===== config.mk =====
export PLATFORM = sky130hd
export DESIGN_NAME = cpu_ula_sched
export DESIGN_NICKNAME = d
export VERILOG_FILES = /design/src/rtl/cpu_ula_sched.sv
export SDC_FILE = /design/constraint.sdc
export NUM_CORES = 1
export LEC_CHECK = 0
export CORE_MARGIN = 5
export CORE_UTILIZATION = 39
export DETAILED_ROUTE_END_ITERATION = 7
export PLACE_DENSITY = 0.84
export SLEW_MARGIN = 20
export SYNTH_ARGS = -nofsm -noshare
export SYNTH_HDL_FRONTEND = slang
export SYNTH_SLANG_ARGS = --single-unit

===== constraint.sdc =====
create_clock -name clk -period 2.9 [get_ports clk]
set_input_delay 0.58 -clock clk [delete_from_list [all_inputs] [get_ports clk]]
set_output_delay 0.58 -clock clk [all_outputs]
set_load 0.005 [all_outputs]

===== src/rtl/cpu_ula_sched.sv =====
// rtl/cpu_ula_sched.sv - two-port round-robin scheduler in front of the shared 16-bit ULA
// Optional WAIT timeout enabled by defining CPU_ULA_SCHED_TIMEOUT_EN (bound set by TIMEOUT_CYCLES).
module cpu_ula_sched #(
    parameter int TIMEOUT_CYCLES = 8
) (
    input  logic        clk,
    input  logic        reset,
    input  logic        a_req,
    input  logic [2:0]  a_op_code,
    input  logic [15:0] a_src1,
    input  logic [15:0] a_src2,
    input  logic        b_req,
    input  logic [2:0]  b_op_code,
    input  logic [15:0] b_src1,
    input  logic [15:0] b_src2,
    output logic        a_ack,
    output logic        b_ack,
    output logic [15:0] rsp_result,
    output logic        rsp_err,
    output logic [2:0]  ula_op_code,
    output logic [15:0] ula_src1,
    output logic [15:0] ula_src2,
    input  logic [15:0] ula_result,
    input  logic        ula_done
);

`ifdef CPU_ULA_SCHED_TIMEOUT_EN
    localparam bit TMO_EN = 1'b1;
`else
    localparam bit TMO_EN = 1'b0;
`endif
    localparam int TMO_W = (TIMEOUT_CYCLES < 2) ? 1 : $clog2(TIMEOUT_CYCLES);

    typedef enum logic [1:0] {
        S_IDLE,
        S_ISSUE,
        S_WAIT,
        S_RESP
    } state_t;

    state_t            state_q;
    logic              last_grant_q;  // 0: A served last, 1: B served last
    logic              sel_q;         // 0: port A owns the operation, 1: port B
    logic [2:0]        ula_op_q;
    logic [15:0]       src1_q;
    logic [15:0]       src2_q;
    logic              a_ack_q;
    logic              b_ack_q;
    logic [15:0]       rsp_result_q;
    logic              rsp_err_q;
    logic [TMO_W-1:0]  tmo_cnt_q;

    logic              grant_any_d;
    logic              grant_b_d;
    logic [2:0]        sel_op_d;
    logic [15:0]       sel_src1_d;
    logic [15:0]       sel_src2_d;
    logic              op_valid_d;
    logic              tmo_hit_d;

    // B wins a tie only when A was the last port served
    always_comb begin
        grant_any_d = a_req | b_req;
        grant_b_d   = b_req & (~a_req | ~last_grant_q);
        sel_op_d    = grant_b_d ? b_op_code : a_op_code;
        sel_src1_d  = grant_b_d ? b_src1 : a_src1;
        sel_src2_d  = grant_b_d ? b_src2 : a_src2;
        op_valid_d  = (sel_op_d != 3'd0) && (sel_op_d <= 3'd5);
        tmo_hit_d   = TMO_EN && (tmo_cnt_q == TMO_W'(TIMEOUT_CYCLES - 1));
    end

    always_ff @(posedge clk) begin
        if (!reset) begin
            state_q      <= S_IDLE;
            last_grant_q <= 1'b1;
            sel_q        <= 1'b0;
            ula_op_q     <= 3'd0;
            src1_q       <= 16'd0;
            src2_q       <= 16'd0;
            a_ack_q      <= 1'b0;
            b_ack_q      <= 1'b0;
            rsp_result_q <= 16'd0;
            rsp_err_q    <= 1'b0;
            tmo_cnt_q    <= '0;
        end else begin
            case (state_q)
                S_IDLE: begin
                    if (grant_any_d) begin
                        sel_q  <= grant_b_d;
                        src1_q <= sel_src1_d;
                        src2_q <= sel_src2_d;
                        if (op_valid_d) begin
                            ula_op_q <= sel_op_d;
                            state_q  <= S_ISSUE;
                        end else begin
                            rsp_result_q <= 16'd0;
                            rsp_err_q    <= 1'b1;
                            a_ack_q      <= ~grant_b_d;
                            b_ack_q      <= grant_b_d;
                            state_q      <= S_RESP;
                        end
                    end
                end
                S_ISSUE: begin
                    ula_op_q  <= 3'd0;
                    tmo_cnt_q <= '0;
                    state_q   <= S_WAIT;
                end
                S_WAIT: begin
                    if (ula_done) begin
                        rsp_result_q <= ula_result;
                        rsp_err_q    <= 1'b0;
                        a_ack_q      <= ~sel_q;
                        b_ack_q      <= sel_q;
                        state_q      <= S_RESP;
                    end else if (tmo_hit_d) begin
                        rsp_result_q <= 16'd0;
                        rsp_err_q    <= 1'b1;
                        a_ack_q      <= ~sel_q;
                        b_ack_q      <= sel_q;
                        state_q      <= S_RESP;
                    end else begin
                        tmo_cnt_q <= tmo_cnt_q + TMO_W'(1);
                    end
                end
                S_RESP: begin
                    a_ack_q      <= 1'b0;
                    b_ack_q      <= 1'b0;
                    rsp_err_q    <= 1'b0;
                    last_grant_q <= sel_q;
                    state_q      <= S_IDLE;
                end
                default: state_q <= S_IDLE;
            endcase
        end
    end

    assign a_ack       = a_ack_q;
    assign b_ack       = b_ack_q;
    assign rsp_result  = rsp_result_q;
    assign rsp_err     = rsp_err_q;
    assign ula_op_code = ula_op_q;
    assign ula_src1    = src1_q;
    assign ula_src2    = src2_q;

endmodule


Word level (Yosys, flattened, before mapping)
Cells that the tools add are included.

cells by class
  bitwise logic cells = 7
  $lt $le $gt $ge = 1
  multiplexer cells = 26
  reductions and logical operators = 11
  equality and inequality tests = 7

operators by type and width
  operator                                                         count
  16-bit 2-to-1 mux                                                5
  16-bit case mux with 2 select lines                              1
  1-bit 2-to-1 mux                                                 9
  3-bit 2-to-1 mux                                                 3
  1-bit case mux with 3 select lines                               3
  2-bit != test, second input constant                             4
  2-bit case mux with 4 select lines                               1
  4-bit AND reduction                                              2
  2-bit 2-to-1 mux                                                 3
  3-bit case mux with 2 select lines                               1
  3-bit nonzero test                                               2
  2-bit == test, second input constant                             2
  1-bit NOT                                                        4
  2-bit AND reduction                                              2
  2-bit nonzero test                                               2
  3-bit less-or-equal comparator, second input constant            1
  3-bit AND reduction                                              1
  2-bit by 1-bit == test with 1-bit output, second input constant  1
  2-bit zero test                                                  1
  1-bit OR                                                         2
  1-bit AND                                                        1
  1-bit logical AND                                                1

word-level totals
  register bits = 58
  logic and storage cells = 62
  output and inout port bits = 54

Logic depth before layout (Yosys ltp)
Gate-level depths: netlist (run 1).

  depth in word-level cells = 9
  depth in mapped cells = 8
  gate-level depth less buffers = 6

Worst setup path before layout (run 1)
No wires, ideal clock.

  path kind = register -> register
  from = register state_q[0]
  to = register rsp_result_q[10], in the netlist rsp_result[10]
  arrival time = 1878 ps
  cell stages (with the launch flop) = 9
  slack = 886 ps
  clock period less this slack = 2014 ps
  data required time = 2764 ps
  path buffers = 2
  path through = dfxtp_1 -> inv_1 -> ha_1 -> buf_2 -> nor3b_1 -> a21o_1 -> a31oi_1 -> clkbuf_1 -> o32ai_1

on the way
  word-level cells in the longest chain between the ends = 3
  elaborated cells between the ends (all ways) = 8
  classes of those cells = eq/ne: 4; mux: 1; reduce/logical: 3

ends and longest elaborated chain
  what                                                                  line  text
  from (decl)                                                           41    state_t state_q;
  from (signal assigned)                                                74    state_q <= S_IDLE;
  from (signal assigned)                                                94    state_q <= S_ISSUE;
  from (signal assigned)                                                100   state_q <= S_RESP;
  2-bit == test or 2-bit zero test (tied branches)                      86    case (state_q)
  2-bit != test (no source line) or 2-bit nonzero test (tied branches)  --
  4-bit AND reduction (no source line)                                  --
  to (signal assigned)                                                  111   rsp_result_q <= ula_result;
  to (decl)                                                             49    logic [15:0] rsp_result_q;

Parallel ways exist; a longest one is shown, timed or not.
A chain may end at the register's enable or synchronous reset.

Final worst setup path (run 1)
  from = input b_req
  to = register rsp_result_q[0], in the netlist rsp_result[0]

on the way
  word-level cells in the longest chain between the ends = 6
  elaborated cells between the ends (all ways) = 9
  classes of those cells = order compare: 1; eq/ne: 2; mux: 1; bitwise: 2; reduce/logical: 3

ends and longest elaborated chain
  what                                                                  line  text
  from (decl)                                                           12    input logic b_req,
  1-bit AND                                                             64    grant_b_d = b_req & (~a_req | ~last_grant_q);
  3-bit 2-to-1 mux                                                      65    sel_op_d = grant_b_d ? b_op_code : a_op_code;
  3-bit less-or-equal comparator or 3-bit nonzero test (tied branches)  68    op_valid_d = (sel_op_d != 3'd0) && (sel_op_d <= 3'd5);
  1-bit logical AND                                                     68
  2-bit != test (no source line)                                        --
  4-bit AND reduction (no source line) *                                --

Every way passes the cells marked *; elsewhere a longest branch is shown, timed or not.

==> summary.log, run 1 <==
INFO  clocking       cts_root_buffer=sky130_fd_sc_hd__clkbuf_8
INFO  hold_path      worst_hold_path_startpoint=rsp_result[7]
INFO  die            num_rows=30
INFO  synthesis      syn_warnings=0
INFO  clocking       tritoncts_num_sinks=58
INFO  routing        drt-vias-per-instance=5.35
INFO  layout         layout-drive-gt1-share=0.0758
INFO  placed_design  detailedPlacementHpwl=6360um
INFO  setup_path     end_kind=flop
INFO  die            ioPinCount=145
INFO  placed_design  rd_place_congestion=0.845
INFO  routing        route.vias.total=2967
INFO  setup_path     crit_path_max_delay_family=compound AO/OA/AOI/OAI gates
INFO  clocking       cts_tree=yes
INFO  routing        post_drt_antenna_nets=0
INFO  sta            clock.fmax=445MHz
INFO  sta            fin_crit=2.25ns
INFO  setup_path     worstPathRequired=3.08ns
INFO  global_route   antenna_found_initial=0
INFO  synthesis      ys_top_cells_by_area=sky130_fd_sc_hd__dfxtp_1, sky130_fd_sc_hd__nand2_1, sky130_fd_sc_hd__a311oi_1, sky130_fd_sc_hd__o32ai_1, sky130_fd_sc_hd__nor2_1
INFO  clocking       path_clk_slew=0.07ns
INFO  global_route   grt_pass1_vias=2927
INFO  clocking       numCtsBuffers=9
INFO  outcome        outcome=complete, no violations
INFO  sta            fin_setup_tns=0ns
INFO  synthesis      ys_ff_latch=58
INFO  setup_path     worstSetupPathType=in2reg
INFO  sta            clock_skew=0.00620ns
INFO  synthesis      async_flop_share=0
INFO  synthesis      synth_top_area_frac=0.429
INFO  sta            min_period_over_period=0.775
INFO  layout         n_antenna_cell=0
INFO  die            die_h=93.3um
INFO  hold_path      worstHoldPathType=reg2reg
INFO  run            cap_violations=0
INFO  synthesis      synth-edff-count=0
INFO  sta            worst_hold_slack=0.480ns
INFO  sta            maxSlewHeadroom=0.528
INFO  clocking       post-cts-setup-buffers=0
INFO  pwr            power_density=818nW/um2
INFO  die            die_area=8700um2
INFO  clocking       htreeDepth=3
INFO  synthesis      post_synth_num_cell_types=41
INFO  pwr            max-vdd-ir-drop=0.462mV
INFO  pwr            power.leakage=1.72nW
INFO  global_route   grt_util_all_layers=0.197
INFO  layout         area_growth=64.2%
INFO  sta            finalMaxSlewViolations=0
INFO  clocking       cts_repair_resize_count=0
INFO  routing        detail_route.iter0.violations=126
INFO  sta            setup_violations=0
INFO  clocking       clock_latency=0.32ns
INFO  synthesis      synth.net_count=429
INFO  synthesis      synth_area_per_cell=8.12um2
INFO  setup_path     critical_path.startpoint=b_req
INFO  routing        drt_pre_antenna_iters=4
INFO  setup_path     cp_slowest_cell=sky130_fd_sc_hd__clkdlybuf4s50_1
INFO  synthesis      mappedNetlistArea=2700um2
INFO  routing        detail_route.wl_per_cell=15.7um
INFO  clocking       cts-root-to-sink-buffers=2
INFO  global_route   grt_pass1_wl=13900um
INFO  placed_design  placement.io_buffers=144
INFO  synthesis      postSynth.topFlopCell=sky130_fd_sc_hd__dfxtp_1
INFO  synthesis      synth_commonest_cells=sky130_fd_sc_hd__nand2_1, sky130_fd_sc_hd__dfxtp_1, sky130_fd_sc_hd__nor2_1
INFO  clocking       cts_hold_buf=0
INFO  setup_path     cp_data_arrival_time=2.43ns
INFO  setup_path     critical-path-max-stage-delay=0.54ns
INFO  setup_path     critical_path.cell_chain=clkdlybuf4s50_1, a21bo_1, or3_4, a31oi_4, o32ai_1
INFO  global_route   grt_overflow=0
INFO  synthesis      synth_largest_area_cell=sky130_fd_sc_hd__dfxtp_1
INFO  sta            worst_pin_slew=0.708ns
INFO  die            dieWidth=93.3um
INFO  synthesis      synth_most_common_cell=sky130_fd_sc_hd__nand2_1
INFO  sta            rsz_0062_raised_after_global_routing=false
INFO  global_route   grt_max_degree=65
INFO  setup_path     worstPathMaxFanout=16
INFO  sta            hold_viol=0
INFO  setup_path     path_buf_inv=1
INFO  synthesis      syn-instance-count=333
INFO  setup_path     crit_path_start_kind=input pin
INFO  layout         design.final.nets=566
INFO  die            core_area=6760um2
INFO  synthesis      synth.yosys.seq_area_share=0.429
INFO  setup_path     worst_r2r_startpoint=state_q[0]
INFO  routing        drc=0
INFO  routing        routed_wire_length=8730um
INFO  die            initial_utilization=0.400
-- stage by stage --
step	utilization	total power, mW	area (um2)	setup WS, ns	cells
3_3_place_gp	0.625	2.78	4220	0.400	539
3_5_place_dp	0.625	2.83	4220	0.341	539
2_1_floorplan	-	2.04	2700	0.886	333
5_1_grt	0.657	3.88	4440	0.566	555
4_1_cts	0.657	3.66	4440	0.668	555
6_report	0.657	3.63	4440	0.652	555
-- cell type report --
class | count | area (um2)
clock buffer | 11 | 141
clock inverter | 5 | 77.6
fill | 590 | 2320
inverter | 22 | 82.6
multi-input combinational | 228 | 1370
sequential | 58 | 1160
tap | 80 | 100
timing repair buffer | 151 | 1510
-- power by group --
| part | switching, mW | internal (mW) | total [mW] |
|---|---|---|---|
| Clock | 0.311 | 0.504 | 0.816 |
| Combinational | 0.803 | 0.846 | 1.65 |
| Sequential | 0.128 | 1.04 | 1.16 |
| Total | 1.24 | 2.39 | 3.63 |
-- flip-flops by register name, indices dropped and copies added, names as in the netlist --
register      count
rsp_err           1
ula_src1         16
ula_src2         16
rsp_result       16
ula_op_code       3
b_ack             1
a_ack             1
last_grant_q      1
state_q           2
sel_q             1
-- kinds of logic after synthesis --
family                   after synthesis  synth area share
flip-flops                            58             0.429
adder cells (fa/ha/maj)                5            0.0231
AO/OA/AOI/OAI                         74             0.233
AND/OR/NAND/NOR                      142             0.217
buffers and inverters                 47            0.0708
multiplexers                           7            0.0273
-- metal layers --
metal | global-route usage | share of wire
met4 | 0.0733 | 0.014
met2 | 0.330 | 0.49
met3 | 0.0579 | 0.070
met1 | 0.239 | 0.43
met5 | 0 | 0
-- final timing paths --
check / end / slack, ns / cells after the start
worst min-delay path: rsp_result[7] / 0.48 / 2
worst max register to register: b_ack / 0.74 / 6
worst min register to register: rsp_result[7] / 0.48 / 2
worst max-delay path: rsp_result[0] / 0.65 / 5
-- worst min-delay path, cell delays in order, from the launching register on --
cell and delay, ns:
sky130_fd_sc_hd__dfxtp_1 0.31, sky130_fd_sc_hd__nand2_1 0.05, sky130_fd_sc_hd__o32ai_1 0.06
-- cell usage in the layout, fill, tap and decap left out, types with 2 or more instances in the layout --
master / Yosys / layout
sky130_fd_sc_hd__bufinv_16: 0 / 2
sky130_fd_sc_hd__o32ai_1: 16 / 16
sky130_fd_sc_hd__mux2_2: 3 / 3
sky130_fd_sc_hd__a21oi_1: 5 / 5
sky130_fd_sc_hd__clkbuf_8: 0 / 10
sky130_fd_sc_hd__clkdlybuf4s50_1: 0 / 144
sky130_fd_sc_hd__nor2_1: 37 / 36
sky130_fd_sc_hd__a221oi_1: 2 / 2
sky130_fd_sc_hd__nand2_1: 88 / 88
sky130_fd_sc_hd__mux2i_1: 4 / 4
sky130_fd_sc_hd__o21ai_0: 3 / 3
sky130_fd_sc_hd__inv_2: 2 / 2
sky130_fd_sc_hd__dfxtp_1: 58 / 58
sky130_fd_sc_hd__o211ai_1: 2 / 2
sky130_fd_sc_hd__and2_1: 2 / 2
sky130_fd_sc_hd__a31oi_1: 3 / 3
sky130_fd_sc_hd__nor3_1: 2 / 2
sky130_fd_sc_hd__buf_4: 1 / 6
sky130_fd_sc_hd__ha_1: 5 / 5
sky130_fd_sc_hd__inv_1: 20 / 20
sky130_fd_sc_hd__clkinv_2: 0 / 2
sky130_fd_sc_hd__nand3_1: 6 / 6
sky130_fd_sc_hd__a311oi_1: 32 / 32
Note: power is estimated with default switching activity, not from simulation.
==> run 2, diff against run 1 <==
- clock period: 2.9 -> 2.1 ns (I/O delays scaled with it)
==> run 2 against run 1 <==
Count of clock-buffer cells in the layout did not move; hold slack worse by 0.0068 ns; combinational power grew 50%; cell area is 1.5% higher; wire length is 2.6% higher; flip-flop and latch count did not move; final cell count rose by 2.2%; setup slack worse by 0.46 ns; core utilization increased by 1.0 points; via count up 1.1%; clock power up 10%; critical path type is now reg2reg.
==> summary.log, run 2 (synthesis results as in run 1) <==
INFO  routing        route.vias.total=3000
INFO  clocking       cts-root-to-sink-buffers=2
INFO  setup_path     cp_slowest_cell=sky130_fd_sc_hd__or4_1
INFO  routing        detail_route.iter0.violations=124
INFO  clocking       cts_repair_resize_count=0
INFO  placed_design  placement.io_buffers=144
INFO  setup_path     critical-path-max-stage-delay=0.57ns
INFO  die            core_area=6760um2
INFO  die            die_area=8700um2
INFO  sta            setup_violations=0
INFO  layout         multiInputGateArea=1370um2
INFO  placed_design  detailedPlacementHpwl=6740um
INFO  die            dieWidth=93.3um
INFO  sta            rsz_0062_raised_after_global_routing=false
INFO  sta            min_period_over_period=0.911
INFO  die            num_rows=30
INFO  sta            fin_crit=1.91ns
INFO  clocking       clock_latency=0.33ns
INFO  setup_path     worst_r2r_startpoint=state_q[0]
INFO  global_route   grt_max_degree=37
INFO  layout         mostFrequentLayoutCells=sky130_fd_sc_hd__clkdlybuf4s50_1, sky130_fd_sc_hd__nand2_1, sky130_fd_sc_hd__dfxtp_1, sky130_fd_sc_hd__nor2_1, sky130_fd_sc_hd__a311oi_1
INFO  routing        detail_route.wl_per_cell=15.8um
INFO  placed_design  placedInstanceArea=4340um2
INFO  clocking       numCtsBuffers=9
INFO  sta            fin_setup_tns=0ns
INFO  routing        route.met3.wl=615um
INFO  sta            hold_viol=0
INFO  global_route   grt_pass1_vias=2999
INFO  routing        drt_pre_antenna_iters=4
INFO  placed_design  place.detailed.instances=551
INFO  routing        met2_wirelength=4460um
INFO  hold_path      worst_hold_path_startpoint=rsp_result[12]
INFO  global_route   grt_overflow=0
INFO  clocking       cts_root_buffer=sky130_fd_sc_hd__clkbuf_8
INFO  layout         design_area=4510um2
INFO  setup_path     worstPathRequired=2.34ns
INFO  sta            worst_pin_slew=0.507ns
INFO  setup_path     ff2ff_setup_slack=0.19ns
INFO  layout         seq_area=1160um2
INFO  outcome        outcome=complete, no violations
INFO  clocking       path_clk_slew=0.06ns
INFO  setup_path     end_kind=flop
INFO  run            cap_violations=0
INFO  pwr            power_density=1100nW/um2
INFO  sta            finalMaxSlewViolations=0
INFO  routing        routed_wire_length=8950um
INFO  layout         design.final.nets=578
INFO  clocking       tritoncts_num_sinks=58
INFO  routing        drt-vias-per-instance=5.29
INFO  clocking       post-cts-setup-buffers=0
INFO  die            die_h=93.3um
INFO  clocking       cts_tree=yes
INFO  setup_path     critical_path.cell_chain=inv_1, ha_1, inv_2, or4_1, and3_4, a311oi_2
INFO  layout         area_growth=66.7%
INFO  routing        m1WireLength=3820um
INFO  pwr            power.leakage=1.77nW
INFO  layout         final_core_area_utilization=0.667
INFO  sta            clock.fmax=523MHz
INFO  hold_path      worstHoldPathType=reg2reg
INFO  setup_path     cp_data_arrival_time=2.16ns
INFO  layout         n_antenna_cell=0
INFO  global_route   grt_util_all_layers=0.204
INFO  die            ioPinCount=145
INFO  layout         number_of_fill_cells_in_the_layout=580
INFO  layout         final_common_cell=sky130_fd_sc_hd__clkdlybuf4s50_1
INFO  routing        drc=0
INFO  layout         layout-drive-gt1-share=0.0986
INFO  setup_path     critical_path.startpoint=state_q[0]
INFO  sta            maxSlewHeadroom=0.659
INFO  placed_design  rd_place_congestion=0.941
INFO  global_route   antenna_found_initial=0
INFO  sta            clock_skew=0.00629ns
INFO  pwr            max-vdd-ir-drop=0.560mV
INFO  global_route   grt_pass1_wl=14300um
INFO  clocking       cts_hold_buf=0
INFO  routing        post_drt_antenna_nets=0
INFO  layout         final_cells=567
INFO  routing        route.top_layer_used=met4
INFO  setup_path     crit_path_start_kind=flop
INFO  setup_path     worstSetupPathType=reg2reg
INFO  clocking       htreeDepth=3
INFO  pwr            sum_of_internal_switching_and_leakage_power=4.98mW
INFO  setup_path     worstPathMaxFanout=5
INFO  die            initial_utilization=0.400
## run 2: stage by stage
stage | hold slack [ns] | setup WS, ns
after global routing | 0.496 | 0.0617
after detailed placement | 0.462 | -0.119
final | 0.473 | 0.187
after floorplan | 0.463 | 0.0860
after CTS | 0.475 | 0.193
after global placement | 0.459 | -0.0911
## run 2: layer usage
layer / vias to the layer above / global-route usage
met5: - / 0
met3: 5 / 0.0571
met2: 111 / 0.358
met4: 0 / 0.0440
li1: 1479 / -
met1: 1405 / 0.247
## run 2: path summary, 6_finish.rpt
kind | to | cells after the start
setup / recovery | b_ack | 6
hold reg to reg | rsp_result[12] | 2
hold / removal | rsp_result[12] | 2
setup reg to reg | b_ack | 6
## run 2: layout make-up
type | instances | share of cell area
timing repair buffer | 163 | 0.360
clock inverter | 5 | 0.00666
sequential | 58 | 0.258
tap | 80 | 0.0222
multi-input combinational | 228 | 0.304
clock buffer | 11 | 0.0314
inverter | 22 | 0.0183
## run 2: power breakdown
part | internal, mW | switching [mW] | total (mW) | leakage [nW]
Combinational | 1.32 | 1.15 | 2.47 | 1.20
Clock | 0.454 | 0.447 | 0.900 | 0.0851
Sequential | 1.43 | 0.179 | 1.61 | 0.477
## run 2: critical path: cells and delay by family (launching register included)
family          cells  cell delay (ns)
simple gates        2             0.79
flops               1             0.33
fa+ha+maj           1             0.27
compound gates      1             0.22
buf+inv             2             0.21
